`src/rtl/dpram_client_ctrl.sv`:
```
// dpram_client_ctrl: two-client front end for the 4x4-bit dual-port register RAM.
// Clients A and B issue independent read/write requests. Writes are mapped onto
// the RAM's single 2-bit write-code port. Two writes to different addresses are
// split across two cycles, and client B's write is the one that is deferred.
// Read data comes back one cycle after acceptance and is held in registers.
//
// Handshake: a request is accepted on a rising clck edge when req_valid_x and
// req_ready_x are both 1. req_ready_x depends only on the controller state and
// on rst, never on req_valid_x. Responses have no backpressure: rsp_valid_x is
// a one-cycle pulse, and rsp_data_x holds its value until the next response.
module dpram_client_ctrl (
    input  logic        clck,
    input  logic        rst,
    input  logic        req_valid_a,
    input  logic        req_valid_b,
    output logic        req_ready_a,
    output logic        req_ready_b,
    input  logic        req_we_a,
    input  logic        req_we_b,
    input  logic [1:0]  req_addr_a,
    input  logic [1:0]  req_addr_b,
    input  logic [3:0]  req_wdata_a,
    input  logic [3:0]  req_wdata_b,
    output logic        rsp_valid_a,
    output logic        rsp_valid_b,
    output logic [3:0]  rsp_data_a,
    output logic [3:0]  rsp_data_b,
    output logic [1:0]  ram_address,
    output logic [1:0]  ram_write,
    output logic [3:0]  ram_data_a,
    output logic [3:0]  ram_data_b,
    output logic        ram_read_a,
    output logic        ram_read_b,
    output logic [1:0]  ram_address_read_a,
    output logic [1:0]  ram_address_read_b,
    input  logic [15:0] ram_data_out_a,
    input  logic [15:0] ram_data_out_b,
    output logic        state_dbg
);

    typedef enum logic {
        IDLE = 1'b0,
        PEND = 1'b1
    } state_t;

    state_t      state;
    state_t      state_next;
    logic [1:0]  pend_addr;
    logic [3:0]  pend_data;

    logic        acc_a;
    logic        acc_b;
    logic        wr_a;
    logic        wr_b;
    logic        rd_a;
    logic        rd_b;
    logic        split_wr;

    // Both clients are stalled while a deferred write is in flight, and while reset is held.
    assign req_ready_a = rst & (state == IDLE);
    assign req_ready_b = rst & (state == IDLE);

    assign acc_a    = req_valid_a & req_ready_a;
    assign acc_b    = req_valid_b & req_ready_b;
    assign wr_a     = acc_a & req_we_a;
    assign wr_b     = acc_b & req_we_b;
    assign rd_a     = acc_a & ~req_we_a;
    assign rd_b     = acc_b & ~req_we_b;
    assign split_wr = wr_a & wr_b & (req_addr_a != req_addr_b);

    assign state_dbg = (state == PEND);

    // State register.
    always_ff @(posedge clck or negedge rst) begin
        if (!rst) begin
            state <= IDLE;
        end else begin
            state <= state_next;
        end
    end

    // Next state: PEND lasts exactly one cycle, and only after a split write.
    always_comb begin
        state_next = state;
        case (state)
            IDLE:    if (split_wr) state_next = PEND;
            PEND:    state_next = IDLE;
            default: state_next = IDLE;
        endcase
    end

    // Capture client B's half of a split write. Reset drops it.
    always_ff @(posedge clck or negedge rst) begin
        if (!rst) begin
            pend_addr <= 2'b00;
            pend_data <= 4'h0;
        end else if (split_wr) begin
            pend_addr <= req_addr_b;
            pend_data <= req_wdata_b;
        end
    end

    // Registered read responses. The RAM bus still shows the pre-write word at the acceptance edge.
    always_ff @(posedge clck or negedge rst) begin
        if (!rst) begin
            rsp_valid_a <= 1'b0;
            rsp_valid_b <= 1'b0;
            rsp_data_a  <= 4'h0;
            rsp_data_b  <= 4'h0;
        end else begin
            rsp_valid_a <= rd_a;
            rsp_valid_b <= rd_b;
            if (rd_a) rsp_data_a <= ram_data_out_a[{req_addr_a, 2'b00} +: 4];
            if (rd_b) rsp_data_b <= ram_data_out_b[{req_addr_b, 2'b00} +: 4];
        end
    end

    // RAM drive: write code, write address and data lanes, plus both read ports.
    always_comb begin
        ram_write          = 2'b00;
        ram_address        = 2'b00;
        ram_data_a         = 4'h0;
        ram_data_b         = 4'h0;
        ram_read_a         = 1'b0;
        ram_read_b         = 1'b0;
        ram_address_read_a = 2'b00;
        ram_address_read_b = 2'b00;

        if (state == PEND) begin
            ram_write   = 2'b01;
            ram_address = pend_addr;
            ram_data_b  = pend_data;
        end else begin
            if (wr_a && wr_b) begin
                ram_address = req_addr_a;
                ram_data_a  = req_wdata_a;
                if (req_addr_a == req_addr_b) begin
                    // The RAM comparator outputs 0 when the two words are equal,
                    // so the merge code is only used when the data differ.
                    ram_data_b = req_wdata_b;
                    ram_write  = (req_wdata_a != req_wdata_b) ? 2'b11 : 2'b10;
                end else begin
                    ram_write = 2'b10;
                end
            end else if (wr_a) begin
                ram_write   = 2'b10;
                ram_address = req_addr_a;
                ram_data_a  = req_wdata_a;
            end else if (wr_b) begin
                ram_write   = 2'b01;
                ram_address = req_addr_b;
                ram_data_b  = req_wdata_b;
            end

            if (rd_a) begin
                ram_read_a         = 1'b1;
                ram_address_read_a = req_addr_a;
            end
            if (rd_b) begin
                ram_read_b         = 1'b1;
                ram_address_read_b = req_addr_b;
            end
        end
    end

endmodule
```
`config.mk`:
```
export PLATFORM = sky130hd
export DESIGN_NAME = dpram_client_ctrl
export DESIGN_NICKNAME = d
export VERILOG_FILES = /design/src/rtl/dpram_client_ctrl.sv
export SDC_FILE = /design/constraint.sdc
export NUM_CORES = 1
export LEC_CHECK = 0
export CAP_MARGIN = 20
export CELL_PAD_IN_SITES_DETAIL_PLACEMENT = 2
export CELL_PAD_IN_SITES_GLOBAL_PLACEMENT = 2
export CORE_ASPECT_RATIO = 2
export CORE_UTILIZATION = 21
export CTS_CLUSTER_SIZE = 8
export DETAILED_ROUTE_END_ITERATION = 8
export GPL_TIMING_DRIVEN = 0
export PLACE_DENSITY_LB_ADDON = 0.08
export SLEW_MARGIN = 30
export SYNTH_ARGS = -nofsm -noshare
export SYNTH_HDL_FRONTEND = slang
export SYNTH_SLANG_ARGS = --single-unit
```
`constraint.sdc`:
```
create_clock -name clck -period 2.3 [get_ports clck]
set_input_delay 0.46 -clock clck [delete_from_list [all_inputs] [get_ports clck]]
set_output_delay 0.46 -clock clck [all_outputs]
set_load 0.01 [all_outputs]
```
==> flow_metrics.env <==
export IMPL_dr_pass1_iters=4
export IMPL_min_path_type="in -> async"
export IMPL_cp_top_family="buffers and inverters"
export IMPL_place_inst=220
export IMPL_arrival_ns=1.76
export IMPL_period_share_pct=96.6
export IMPL_antennaDiodeCount=0
export IMPL_hold_viol=0
export IMPL_clock_sinks=17
export IMPL_drive_gt1_share_pct=30.8
export IMPL_synthFlopType="dfrtp_1"
export IMPL_synthCells=86
export IMPL_gp_congestion=0.634
export IMPL_path_cells="clkdlybuf4s50_1 -> and4b_1 -> buf_4 -> o221a_2 -> clkdlybuf4s15_1"
export IMPL_drt_iter0_markers=8
export IMPL_relSlewSlack_pct=83.0
export IMPL_drtAntennaViolNets=0
export IMPL_layout_setup_ws_ns=0.0788
export IMPL_wl_per_cell_um=17.6
export IMPL_fin_setup_tns_ns=0
export IMPL_placed_cell_area_mm2=0.00195
export IMPL_dieArea_mm2=0.00563
export IMPL_grt_start_max_net_pins=22
export IMPL_synth_edff_count=0
export IMPL_post_route_drc_count=0
export IMPL_vias_per_cell=4.75
export IMPL_synth_cell_type_count=26
export IMPL_cts_root_buf="clkbuf_8"
export IMPL_final_nets=223
export IMPL_cts_reportedPaths_clkPinSlew_ns=0.07
export IMPL_drt_wl_total_um=4040
export IMPL_design_area_mm2=0.00203
export IMPL_synth_common_cells="17 x dfrtp_1, 8 x and2_1, 8 x mux2_2, 8 x mux4_2, 7 x buf_2"
export IMPL_ir_drop_v=0.000277
export IMPL_rrSetupSlack_ns=0.62
export IMPL_ff2ff_path_depth=6
export IMPL_start_kind="input pin"
export IMPL_pwr_density_cell_mw_per_mm2=476
export IMPL_cts_hold_buf=0
export IMPL_syn_nets=136
export IMPL_port_buffers=76
export IMPL_clock_skew_ns=0.000562
export IMPL_grt_overflow=0
export IMPL_worstMarginPinSlew_ns=0.254
export IMPL_avgSynthCellArea_um2=13.0
export IMPL_max_freq_ghz=0.450
export IMPL_instances_no_fill=230
export IMPL_critPathMaxFanout=8
export IMPL_end_kind="output pin"
export IMPL_yosysMostFrequentCell="dfrtp_1"
export IMPL_grt_pass1_wl_um=6130
export IMPL_vias=1092
export IMPL_slew_viol_final=0
export IMPL_yosys_warnings=0
export IMPL_antenna_found_initial=0
export IMPL_clock_latency_ns=0.25
export IMPL_slowest_stage="clkdlybuf4s50_1"
export IMPL_rows=37
export IMPL_worstReg2RegEnd="pend_data[0]"
export IMPL_area_growth_pct=81.4
export IMPL_total_power_uw=966
export IMPL_crit_cells=5
export IMPL_place_hpwl_um=3240
export IMPL_slowest_delay_ns=0.43
export IMPL_status="finished, final reports clean"
export IMPL_die_h_um=105
export IMPL_synthArstFlopShare_pct=100
export IMPL_required_ns=1.84
export IMPL_grt_setup_unrepaired="no"
export IMPL_max_cap_viol_count=0
export IMPL_synth_area_leaders="dfrtp_1 38%, mux4_2 16%, mux2_2 8.1%"
export IMPL_period_needed_ns=2.22
export IMPL_timing_rr_start="state_dbg"
export IMPL_dpl_worst_slack_ns=-0.783
export IMPL_setup_viol=0
export IMPL_cts_tree="built"
export IMPL_postLayoutCoreUtil_pct=39.4
export IMPL_power_leakage_nw=0.906
export IMPL_ios=81
export IMPL_cts_buffers=3
export IMPL_synth_seq_cells=17
export IMPL_synth_largest_area_cell="dfrtp_1"
export IMPL_fp_coreArea_mm2=0.00514
export IMPL_crit_type="in -> out"
export IMPL_clk_path_buf_depth=2
export IMPL_path_buf_inv=3
export IMPL_grt_usage_pct=15.5
export IMPL_hold_ws_ns=0.0413
export IMPL_netlist_area_mm2=0.00112
export IMPL_ys_seq_area_share_pct=38.1
export IMPL_htree_levels=1
export IMPL_yosysTopAreaCellShare_pct=38.1
export IMPL_start_util_pct=21.7
export IMPL_die_w_um=53.6
export IMPL_first_global_vias=1287
==> report_power, final <==
group	switching (mW)	internal (mW)
logic	0.119	0.237
clock network	0.101	0.123
registers	0.0307	0.355
==> how the worst max path moves through the flow <==
stage | from | endpoint
floorplan | req_addr_b[0] | ram_write[0]
global placement | rst | ram_data_b[0]
detailed placement | req_we_a | ram_data_b[2]
CTS | req_valid_a | ram_address_read_a[1]
global route | req_valid_b | ram_write[0]
finish | req_valid_b | ram_write[0]
==> layout make-up <==
type	count	area (um2)
Multi-Input combinational cell	59	648
Fill cell	564	3110
Sequential cell	17	425
Tap cell	58	72.6
Inverter	1	3.75
Clock buffer	4	45.0
Buffer	9	58.8
Timing Repair Buffer	82	773
==> logic make-up after synthesis <==
family                 Yosys count  synth area share [%]
XOR/XNOR                         6                  4.70
AO/OA/AOI/OAI                   10                  7.50
AND/OR/NAND/NOR                 21                  12.3
flip-flops                      17                  38.1
buffers and inverters           10                  5.15
multiplexers                    22                  32.3
==> registers in the layout, indices dropped and copies added, names as in the netlist <==
register     count
pend_addr        2
pend_data        4
rsp_data_a       4
rsp_data_b       4
rsp_valid_a      1
rsp_valid_b      1
state_dbg        1
==> worst reg2reg max path, stage by stage, from the launching register on <==
cell      delay [ns]
dfrtp_1         0.44
nand4b_1        0.26
inv_2           0.12
buf_6           0.13
o211a_1         0.16
buf_6           0.15
mux2_4          0.31
==> placed cells by master (no fill, tap or decap), types with 2 or more instances in the layout <==
cell	netlist	layout
clkbuf_2	0	5
nand3_1	2	2
dfrtp_1	17	17
buf_6	1	4
dlygate4sd2_1	0	11
mux4_2	8	8
mux2_4	6	6
buf_4	1	7
clkbuf_8	0	3
mux2_2	8	8
clkdlybuf4s50_1	0	56
and2_1	8	8
nand2_1	2	2
xor2_1	2	2
a32o_1	4	3
xnor2_1	4	4
and3b_1	2	2
a21oi_1	2	2
buf_2	7	6
==> per-layer routing <==
| metal | wire length (um) | share of wire, % | track usage (%) | vias to the layer above |
|---|---|---|---|---|
| li1 | - | - | - | 496 |
| met4 | 56 | 1.4 | 4.51 | 0 |
| met1 | 1280 | 32 | 13.5 | 544 |
| met5 | 0 | 0 | 0 | - |
| met2 | 2540 | 63 | 32.1 | 48 |
| met3 | 160 | 4.0 | 1.89 | 4 |
==> repair_timing <==
action	4_1_cts	5_1_grt
endpoints found under the hold margin	0	0
pin swaps	4	2
endpoints found under the setup margin	18	11
resized for setup	35	9
setup buffers	5	1
Power figures use the tool's default switching activity.
